$ cat src/rtl/paddle_pkg.sv
// Shared types and constants for the paddle line-count position decoder.
package paddle_pkg;

  typedef enum logic [1:0] {
    IDLE    = 2'd0,
    MEASURE = 2'd1,
    DONE    = 2'd2
  } state_t;

  localparam logic [7:0] PAD_CENTRE = 8'd114;
  localparam int         FILT_DEPTH = 4;

endpackage

$ cat src/rtl/paddle_pos_decoder_if.sv
// Paddle timing bus: source drives hsync/window/timing level, decoder returns position.
interface paddle_pos_decoder_if #(
  parameter int CNT_W = 8
);
  logic             hsync;
  logic             pad_en_n;
  logic             pad_out;
  logic [CNT_W-1:0] pos;
  logic             pos_valid;
  logic             overrange;
  logic             busy;

  modport master (
    output hsync, pad_en_n, pad_out,
    input  pos, pos_valid, overrange, busy
  );

  modport slave (
    input  hsync, pad_en_n, pad_out,
    output pos, pos_valid, overrange, busy
  );
endinterface

$ cat src/rtl/paddle_edge_det.sv
// Registered rising-edge detector; RST_VAL sets the history value seen after reset.
module paddle_edge_det #(
  parameter logic RST_VAL = 1'b0
) (
  input  logic clk,
  input  logic rst_n,
  input  logic i_d,
  output logic o_rise
);

  logic r_d;

  always_ff @(posedge clk) begin
    if (!rst_n) r_d <= RST_VAL;
    else        r_d <= i_d;
  end

  assign o_rise = i_d & ~r_d;

endmodule

$ cat src/rtl/paddle_pos_decoder.sv
// Converts paddle pad_out high time (in hsync lines) back into a position.
// Optional 4-sample rounded-mean filter on pos: define PADDLE_POS_FILTER_EN.
module paddle_pos_decoder
  import paddle_pkg::*;
#(
  parameter int CNT_W     = 8,
  parameter int MAX_LINES = 255
) (
  input  logic                 clk_sys,
  input  logic                 reset_n,
  paddle_pos_decoder_if.slave  bus
);

  localparam logic [CNT_W-1:0] MAXV   = CNT_W'(MAX_LINES);
  localparam logic [CNT_W-1:0] CENTRE = CNT_W'(PAD_CENTRE);

  logic             w_hs_rise;
  logic             w_en_rise;
  logic             w_cap_en;
  logic [CNT_W-1:0] w_cap;
  logic [CNT_W-1:0] w_pos_next;

  state_t           r_state;
  logic [CNT_W-1:0] r_cnt;
  logic [CNT_W-1:0] r_pos;
  logic             r_pos_valid;
  logic             r_ovr;
  logic             r_busy;

  paddle_edge_det #(.RST_VAL(1'b0)) u_hs_det (
    .clk(clk_sys), .rst_n(reset_n), .i_d(bus.hsync), .o_rise(w_hs_rise)
  );

  // History resets high so a window already open at reset release is skipped.
  paddle_edge_det #(.RST_VAL(1'b1)) u_en_det (
    .clk(clk_sys), .rst_n(reset_n), .i_d(bus.pad_en_n), .o_rise(w_en_rise)
  );

  always_ff @(posedge clk_sys) begin
    if (!reset_n)                      r_cnt <= '0;
    else if (!bus.pad_en_n)            r_cnt <= '0;
    else if (w_hs_rise && r_cnt < MAXV) r_cnt <= r_cnt + CNT_W'(1);
  end

  // Capture uses the registered count, i.e. the driver's count at its compare point.
  assign w_cap_en = (r_state == MEASURE) && bus.pad_en_n && (!bus.pad_out || r_cnt == MAXV);
  assign w_cap    = bus.pad_out ? MAXV : r_cnt;

`ifdef PADDLE_POS_FILTER_EN
  logic [CNT_W-1:0] r_hist [FILT_DEPTH-1];
  logic [CNT_W+1:0] w_sum;

  always_comb begin
    w_sum = {2'b00, w_cap} + (CNT_W+2)'(2);
    for (int i = 0; i < FILT_DEPTH-1; i++) w_sum = w_sum + {2'b00, r_hist[i]};
  end

  assign w_pos_next = w_sum[CNT_W+1:2];

  always_ff @(posedge clk_sys) begin
    if (!reset_n) begin
      for (int i = 0; i < FILT_DEPTH-1; i++) r_hist[i] <= CENTRE;
    end else if (w_cap_en) begin
      r_hist[0] <= w_cap;
      for (int i = 1; i < FILT_DEPTH-1; i++) r_hist[i] <= r_hist[i-1];
    end
  end
`else
  assign w_pos_next = w_cap;
`endif

  always_ff @(posedge clk_sys) begin
    if (!reset_n) begin
      r_state     <= IDLE;
      r_pos       <= CENTRE;
      r_pos_valid <= 1'b0;
      r_ovr       <= 1'b0;
      r_busy      <= 1'b0;
    end else begin
      r_pos_valid <= 1'b0;
      case (r_state)
        IDLE: begin
          if (w_en_rise) begin
            r_state <= MEASURE;
            r_busy  <= 1'b1;
          end
        end
        MEASURE: begin
          if (!bus.pad_en_n) begin
            r_state <= IDLE;
            r_busy  <= 1'b0;
          end else if (w_cap_en) begin
            r_pos       <= w_pos_next;
            r_ovr       <= bus.pad_out;
            r_pos_valid <= 1'b1;
            r_busy      <= 1'b0;
            r_state     <= DONE;
          end
        end
        DONE:    r_state <= IDLE;
        default: r_state <= IDLE;
      endcase
    end
  end

  assign bus.pos       = r_pos;
  assign bus.pos_valid = r_pos_valid;
  assign bus.overrange = r_ovr;
  assign bus.busy      = r_busy;

endmodule

$ cat src/flat_wrapper.sv
// flat-port wrapper written by rule: the top's interface ports become plain ports
module paddle_pos_decoder_flat import paddle_pkg::*;
#(
  parameter int CNT_W     = 8,
  parameter int MAX_LINES = 255
)
  (clk_sys, reset_n, bus_hsync, bus_pad_en_n, bus_pad_out, bus_pos, bus_pos_valid, bus_overrange, bus_busy);
  paddle_pos_decoder_if #(.CNT_W(CNT_W)) bus_i ();
  input  logic clk_sys;
  input  logic reset_n;
  input wire logic [$bits(bus_i.hsync)-1:0] bus_hsync;
  input wire logic [$bits(bus_i.pad_en_n)-1:0] bus_pad_en_n;
  input wire logic [$bits(bus_i.pad_out)-1:0] bus_pad_out;
  output wire logic [$bits(bus_i.pos)-1:0] bus_pos;
  output wire logic [$bits(bus_i.pos_valid)-1:0] bus_pos_valid;
  output wire logic [$bits(bus_i.overrange)-1:0] bus_overrange;
  output wire logic [$bits(bus_i.busy)-1:0] bus_busy;
  assign bus_i.hsync = bus_hsync;
  assign bus_i.pad_en_n = bus_pad_en_n;
  assign bus_i.pad_out = bus_pad_out;
  assign bus_pos = bus_i.pos;
  assign bus_pos_valid = bus_i.pos_valid;
  assign bus_overrange = bus_i.overrange;
  assign bus_busy = bus_i.busy;
  paddle_pos_decoder #(.CNT_W(CNT_W), .MAX_LINES(MAX_LINES)) u_core (.clk_sys(clk_sys), .reset_n(reset_n), .bus(bus_i));
endmodule
$ cat config.mk
export PLATFORM = sky130hd
export DESIGN_NAME = paddle_pos_decoder_flat
export DESIGN_NICKNAME = d
export VERILOG_FILES = /design/src/rtl/paddle_pkg.sv /design/src/rtl/paddle_pos_decoder_if.sv /design/src/rtl/paddle_edge_det.sv /design/src/rtl/paddle_pos_decoder.sv /design/src/flat_wrapper.sv
export SDC_FILE = /design/constraint.sdc
export NUM_CORES = 1
export LEC_CHECK = 0
export CORE_MARGIN = 2
export CORE_UTILIZATION = 40
export CTS_BUF_LIST = sky130_fd_sc_hd__clkbuf_4
export CTS_CLUSTER_SIZE = 14
export DETAILED_ROUTE_END_ITERATION = 16
export DONT_BUFFER_PORTS = 1
export GPL_TIMING_DRIVEN = 1
export SETUP_SLACK_MARGIN = 0.5
export SLEW_MARGIN = 15
export SYNTH_ARGS = -nofsm -noshare
export SYNTH_HDL_FRONTEND = slang
export SYNTH_SLANG_ARGS = --single-unit
$ cat constraint.sdc
create_clock -name clk_sys -period 2.85 [get_ports clk_sys]
set_clock_uncertainty 0.05 [all_clocks]
set_input_delay 0.57 -clock clk_sys [delete_from_list [all_inputs] [get_ports clk_sys]]
set_output_delay 0.57 -clock clk_sys [all_outputs]
set_load 0.02 [all_outputs]
==> results_dict.tcl, run 1 <==
set metrics [dict create \
    status "complete, no violations" \
    synth.avg_cell_area_um2 9.90 \
    io-pin-count 16 \
    powerDensity_mw_per_mm2 515 \
    synth-warning-count 0 \
    cp-startpoint "u_core.r_cnt[1]$_SDFFE_PN0P_" \
    dr.pass1.iters 4 \
    ff_latch_area_um2 460 \
    dpl.hpwl_mm 1.35 \
    clock_sinks 23 \
    ant_nets 0 \
    area_growth_pct 5.45 \
    cts.path.max_buffers 2 \
    hp-start "reset_n" \
    netlist.top_cell.by_area "dfxtp_1" \
    p_clk_share_pct 30.4 \
    die_height_um 52.5 \
    hold_buffers 0 \
    critical_path.top_delay_family "compound AO/OA/AOI/OAI gates" \
    post-route-util_pct 44.9 \
    drt_iter0_markers 16 \
    synth_top_area_share_pct 48.9 \
    crit_path_start_kind "register" \
    rows 17 \
    drv_cap 0 \
    ys_top_cells_by_area "dfxtp_1 (49%), nor2_1 (4.8%), o221a_1 (4.8%)" \
    cp.buffers_inverters 0 \
    final.setup.tns_ns 0 \
    wire_per_inst_um 14.8 \
    p_int_mw 0.401 \
    cts_tree "built" \
    antennaDiodeCount 0 \
    wl_mm 1.83 \
    hp-class "input port to register" \
    worst_pin_slew_ns 0.322 \
    synth_area_um2 941 \
    synth_top_family_by_area "simple AND/OR/NAND/NOR gates" \
    htreeDepth 1 \
    peakVddDrop_v 0.000243 \
    ys_async_sr_fraction_pct 0 \
    seqPwrFrac_pct 65.9 \
    nFillCells 230 \
    r2r-start "u_core.r_cnt[1]$_SDFFE_PN0P_" \
    nets 103 \
    ys_ff_latch 23 \
    synth_compound_area_share_pct 18.4 \
    rsz0062_at_grt "false" \
    numPortBuffers 0 \
    viasPerCell 5.56 \
    reg2reg_setup_slack_ns 1.20 \
    synth_xor_xnor_area_share_pct 2.79 \
    ctsRootBufferMaster "clkbuf_4" \
    worstPathArrival_ns 1.85 \
    post_cts_resized 0 \
    synth_edf_count 0 \
    max_freq_mhz 604 \
    drc 0 \
    place_congestion 0.800 \
    path_cells "ha_1 > nand3_1 > o21ai_4 > and2_4 > o221a_1" \
    crit_path_max_fanout 9 \
    start_util_pct 42.5 \
    fin_total_pwr_mw 0.511 \
    endpoint_kind "register" \
    p_sw_share_pct 21.5 \
    final_common_cell "dfxtp_1" \
    fin_crit_sh_pct 58.1 \
    core_mm2 0.00221 \
    die_area_mm2 0.00276 \
    antenna_found_initial 0 \
    worstSkewPairLatency_ns 0.30 \
    yosys.area_share.adder_pct 1.33 \
    multi_input_area_um2 463 \
    postCtsSetupRepairBufs 0 \
    setup_viol 0 \
    comb_power_share_pct 3.7 \
    mappedNetlistNets 101 \
    drive_gt1_share_pct 8.33 \
    grtUsageTotal_pct 15.3 \
    first_global_vias 654 \
    finalHoldViolCount 0 \
    clk_pin_slew_worst_paths_ns 0.12 \
    grt_max_degree 17 \
    grt_pass1_wl_mm 3.04 \
    whs_ns 0.284 \
    crit_slowest_cell "dfxtp_1" \
    required_ns 3.05 \
    vias 690 \
    cts_made_buffers 3 \
    p_sw_mw 0.110 \
    maxSlewHeadroom_pct 78.5 \
    yosysSeqAreaShare_pct 48.9 \
    min_period_ns 1.65 \
    synth-simple-area-share_pct 24.6 \
    synth_mux_area_share_pct 2.13 \
    ys.flop_type "dfxtp_1" \
    yosysUniqueCellTypes 33 \
    critPathMaxStageDelay_ns 0.43 \
    slew_viol_final 0 \
    overflow 0 \
    p_leak_nw 0.393 \
    syn-instance-count 95 \
    path_class "register to register" \
    mostFrequentLayoutCells "dfxtp_1 (23), nor2_1 (12), a21oi_1 (6)" \
    fp.dieW_um 52.5 \
]
[kinds of logic (layout without fill, tap and decap cells)]
logic type / count (synthesis) / after routing
AND/OR/NAND/NOR: 38 / 38
AO/OA/AOI/OAI: 24 / 24
flip-flops: 23 / 23
buffers and inverters: 4 / 5
XOR/XNOR: 3 / 3
multiplexers: 2 / 2
adder cells (fa/ha/maj): 1 / 1
[registers in the layout, indices dropped and copies added (netlist names)]
signal / count
u_core.bus.busy: 1
u_core.bus.overrange: 1
u_core.bus.pos: 8
u_core.bus.pos_valid: 1
u_core.r_cnt: 8
u_core.r_state: 2
u_core.u_en_det.r_d: 1
u_core.u_hs_det.r_d: 1
[synthesized netlist by cell type (2+ instances only)]
library cell	number
nand2b_1	2
or3_1	2
mux2i_1	2
nand3_1	2
dfxtp_1	23
o221a_1	4
and3_1	4
nor3b_1	2
o21ai_1	4
nand3b_1	2
o21ai_0	4
nor2_1	12
xor2_1	3
and4b_1	2
nand2_1	2
buf_2	2
nor2b_1	2
a21oi_1	6
[per-stage QoR]
step,area [µm²],worst slack (ns),std cells
3_3_place_gp,962,1.27,120
6_report,992,1.20,124
4_1_cts,992,1.19,124
3_5_place_dp,962,1.22,120
5_1_grt,992,1.06,124
2_1_floorplan,941,1.41,95
[worst paths after layout]
path / end / cells past startpoint
hold reg to reg: u_core.r_cnt[6]$_SDFFE_PN0P_ / 2
setup / recovery: u_core.bus.pos[0]$_SDFFE_PN0P_ / 5
setup reg to reg: u_core.bus.pos[0]$_SDFFE_PN0P_ / 5
hold / removal: u_core.u_en_det.r_d$_SDFF_PN1_ / 1
[per-layer routing]
layer	routed length (µm)	up-vias	global-route usage [%]
met5	0	-	0
li1	-	346	-
met3	102	2	3.71
met1	893	329	21.3
met4	14	0	6.84
met2	821	13	22.1
[layout make-up]
class	count	share of cell area, %
multi-input combinational	68	46.7
sequential	23	46.4
tap	28	3.53
clock buffer	4	3.03
inverter	1	0.378
[worst reg2reg max path, stage by stage, from the launching register on]
cell and delay, ns:
dfxtp_1 0.43, ha_1 0.22, nand3_1 0.21, o21ai_4 0.30, and2_4 0.22, o221a_1 0.18
[power groups by stage]
stage / clock (mW) / sequential (mW) / combinational, mW
after floorplan: 0 / 0.342 / 0.0179
after global placement: 0 / 0.343 / 0.0191
after detailed placement: 0 / 0.344 / 0.0191
after CTS: 0.162 / 0.337 / 0.0192
after global routing: 0.175 / 0.338 / 0.0215
final: 0.155 / 0.337 / 0.0190
Power figures use the tool's default switching activity.
==> run 2, diff against run 1 <==
==> constraint.sdc (replaced) <==
create_clock -name clk_sys -period 1.4 [get_ports clk_sys]
set_clock_uncertainty 0.05 [all_clocks]
set_input_delay 0.28 -clock clk_sys [delete_from_list [all_inputs] [get_ports clk_sys]]
set_output_delay 0.28 -clock clk_sys [all_outputs]
set_load 0.02 [all_outputs]
==> results_dict.tcl, run 2 (synthesis results as in run 1) <==
set metrics [dict create \
    status "complete, no violations" \
    wl_mm 2.15 \
    drt_iter0_markers 13 \
    clock_sinks 23 \
    critPathMaxStageDelay_ns 0.39 \
    die_height_um 52.5 \
    stdcell_count 142 \
    min_period_ns 1.39 \
    endpoint_kind "register" \
    viasPerCell 5.44 \
    crit_slowest_cell "dfxtp_4" \
    grt_pass1_wl_mm 3.66 \
    drc 0 \
    antennaDiodeCount 0 \
    critical_path.top_delay_family "simple AND/OR/NAND/NOR gates" \
    cp.buffers_inverters 0 \
    clk_pin_slew_worst_paths_ns 0.12 \
    start_util_pct 42.5 \
    slew_viol_final 0 \
    fp.dieW_um 52.5 \
    drv_cap 0 \
    final.setup.tns_ns 0 \
    cts.path.max_buffers 2 \
    grtUsageTotal_pct 18.6 \
    max_freq_mhz 718 \
    final_common_cell "buf_4" \
    cts_made_buffers 3 \
    place_congestion 0.744 \
    maxSlewHeadroom_pct 78.8 \
    ctsRootBufferMaster "clkbuf_4" \
    first_global_vias 771 \
    area_growth_pct 37.4 \
    grt_max_degree 13 \
    cts_tree "built" \
    worst_pin_slew_ns 0.317 \
    powerDensity_mw_per_mm2 819 \
    numPortBuffers 0 \
    rows 17 \
    hp-class "input port to register" \
    wire_per_inst_um 15.2 \
    peakVddDrop_v 0.000475 \
    whs_ns 0.0114 \
    drive_gt1_share_pct 50.0 \
    crit_path_max_fanout 3 \
    io-pin-count 16 \
    setup_viol 0 \
    required_ns 1.60 \
    worstPathArrival_ns 1.59 \
    htreeDepth 1 \
    design_area_mm2 0.00129 \
    vias 773 \
    overflow 0 \
    post_dp_cell_area_mm2 0.00105 \
    nets 121 \
    core_mm2 0.00221 \
    rsz0062_at_grt "true" \
    finalHoldViolCount 0 \
    mostFrequentLayoutCells "buf_4 (14), dfxtp_4 (12), nor2_1 (10), dfxtp_2 (6), dfxtp_1 (5)" \
    ant_nets 0 \
    die_area_mm2 0.00276 \
    dpl.cell_count 125 \
    path_cells "ha_4 > nand3b_1 > o21bai_4 > or3_4 > a21oi_2" \
    p_leak_nw 0.515 \
    fin_crit_sh_pct 99.4 \
    dpl.hpwl_mm 1.38 \
    antenna_found_initial 0 \
    dr.pass1.iters 4 \
    crit_path_start_kind "register" \
    path_class "register to register" \
    worstSkewPairLatency_ns 0.31 \
]
## run 2: final timing paths
check                                        end  slack, ns                    startpoint  cells after the start
hold reg to reg   u_core.bus.pos[4]$_SDFFE_PN1P_       0.52  u_core.r_cnt[4]$_SDFFE_PN0P_                      2
hold / removal    u_core.u_en_det.r_d$_SDFF_PN1_       0.01                  bus_pad_en_n                      1
setup reg to reg    u_core.r_cnt[4]$_SDFFE_PN0P_      0.008  u_core.r_cnt[1]$_SDFFE_PN0P_                      5
setup / recovery    u_core.r_cnt[4]$_SDFFE_PN0P_      0.008  u_core.r_cnt[1]$_SDFFE_PN0P_                      5
## run 2: power by group
part	internal, mW	switching, mW	total [mW]
clock network	0.131	0.198	0.329
logic	0.0341	0.0290	0.0631
registers	0.649	0.0171	0.666
## run 2: per-stage QoR
stage	utilization [%]	total power [mW]	setup WS, ns
floorplan	-	0.733	0.0921
global placement	47.3	0.739	0.0153
detailed placement	47.3	0.740	0.00589
CTS	54.9	1.07	0.0357
global route	58.4	1.11	-0.0552
finish	58.4	1.06	0.00782
## run 2: area by class of cell
cell class                      count  area [µm²]
Clock buffer                        4        30.0
Fill cell                         194         920
Inverter                            1        3.75
Multi-Input combinational cell     68         562
Sequential cell                    23         513
Tap cell                           28        35.0
Timing Repair Buffer               18         149
## run 2: timing repair
action	4_1_cts	5_1_grt
pin swaps	8	11
endpoints found under the hold margin	5	0
gates resized for setup	24	16
hold buffers	1	0
endpoints found under the setup margin	32	32
buffers inserted	9	3
## run 2: per-layer routing
layer,wire length (µm),GRT usage [%],up-vias
met5,0,0,-
met1,1030,25.2,363
met3,86,4.00,6
li1,-,-,386
met2,1000,28.3,18
met4,39,7.69,0
==> run 3, diff against run 2 <==
--- a/config.mk
+++ b/config.mk
@@ -5,6 +5,7 @@
 export SDC_FILE = /design/constraint.sdc
 export NUM_CORES = 1
 export LEC_CHECK = 0
+export CAP_MARGIN = 10
 export CORE_MARGIN = 2
 export CORE_UTILIZATION = 40
 export CTS_BUF_LIST = sky130_fd_sc_hd__clkbuf_4
==> results of run 3 <==
The final DEF is identical to that of run 2; final timing and power are the same.
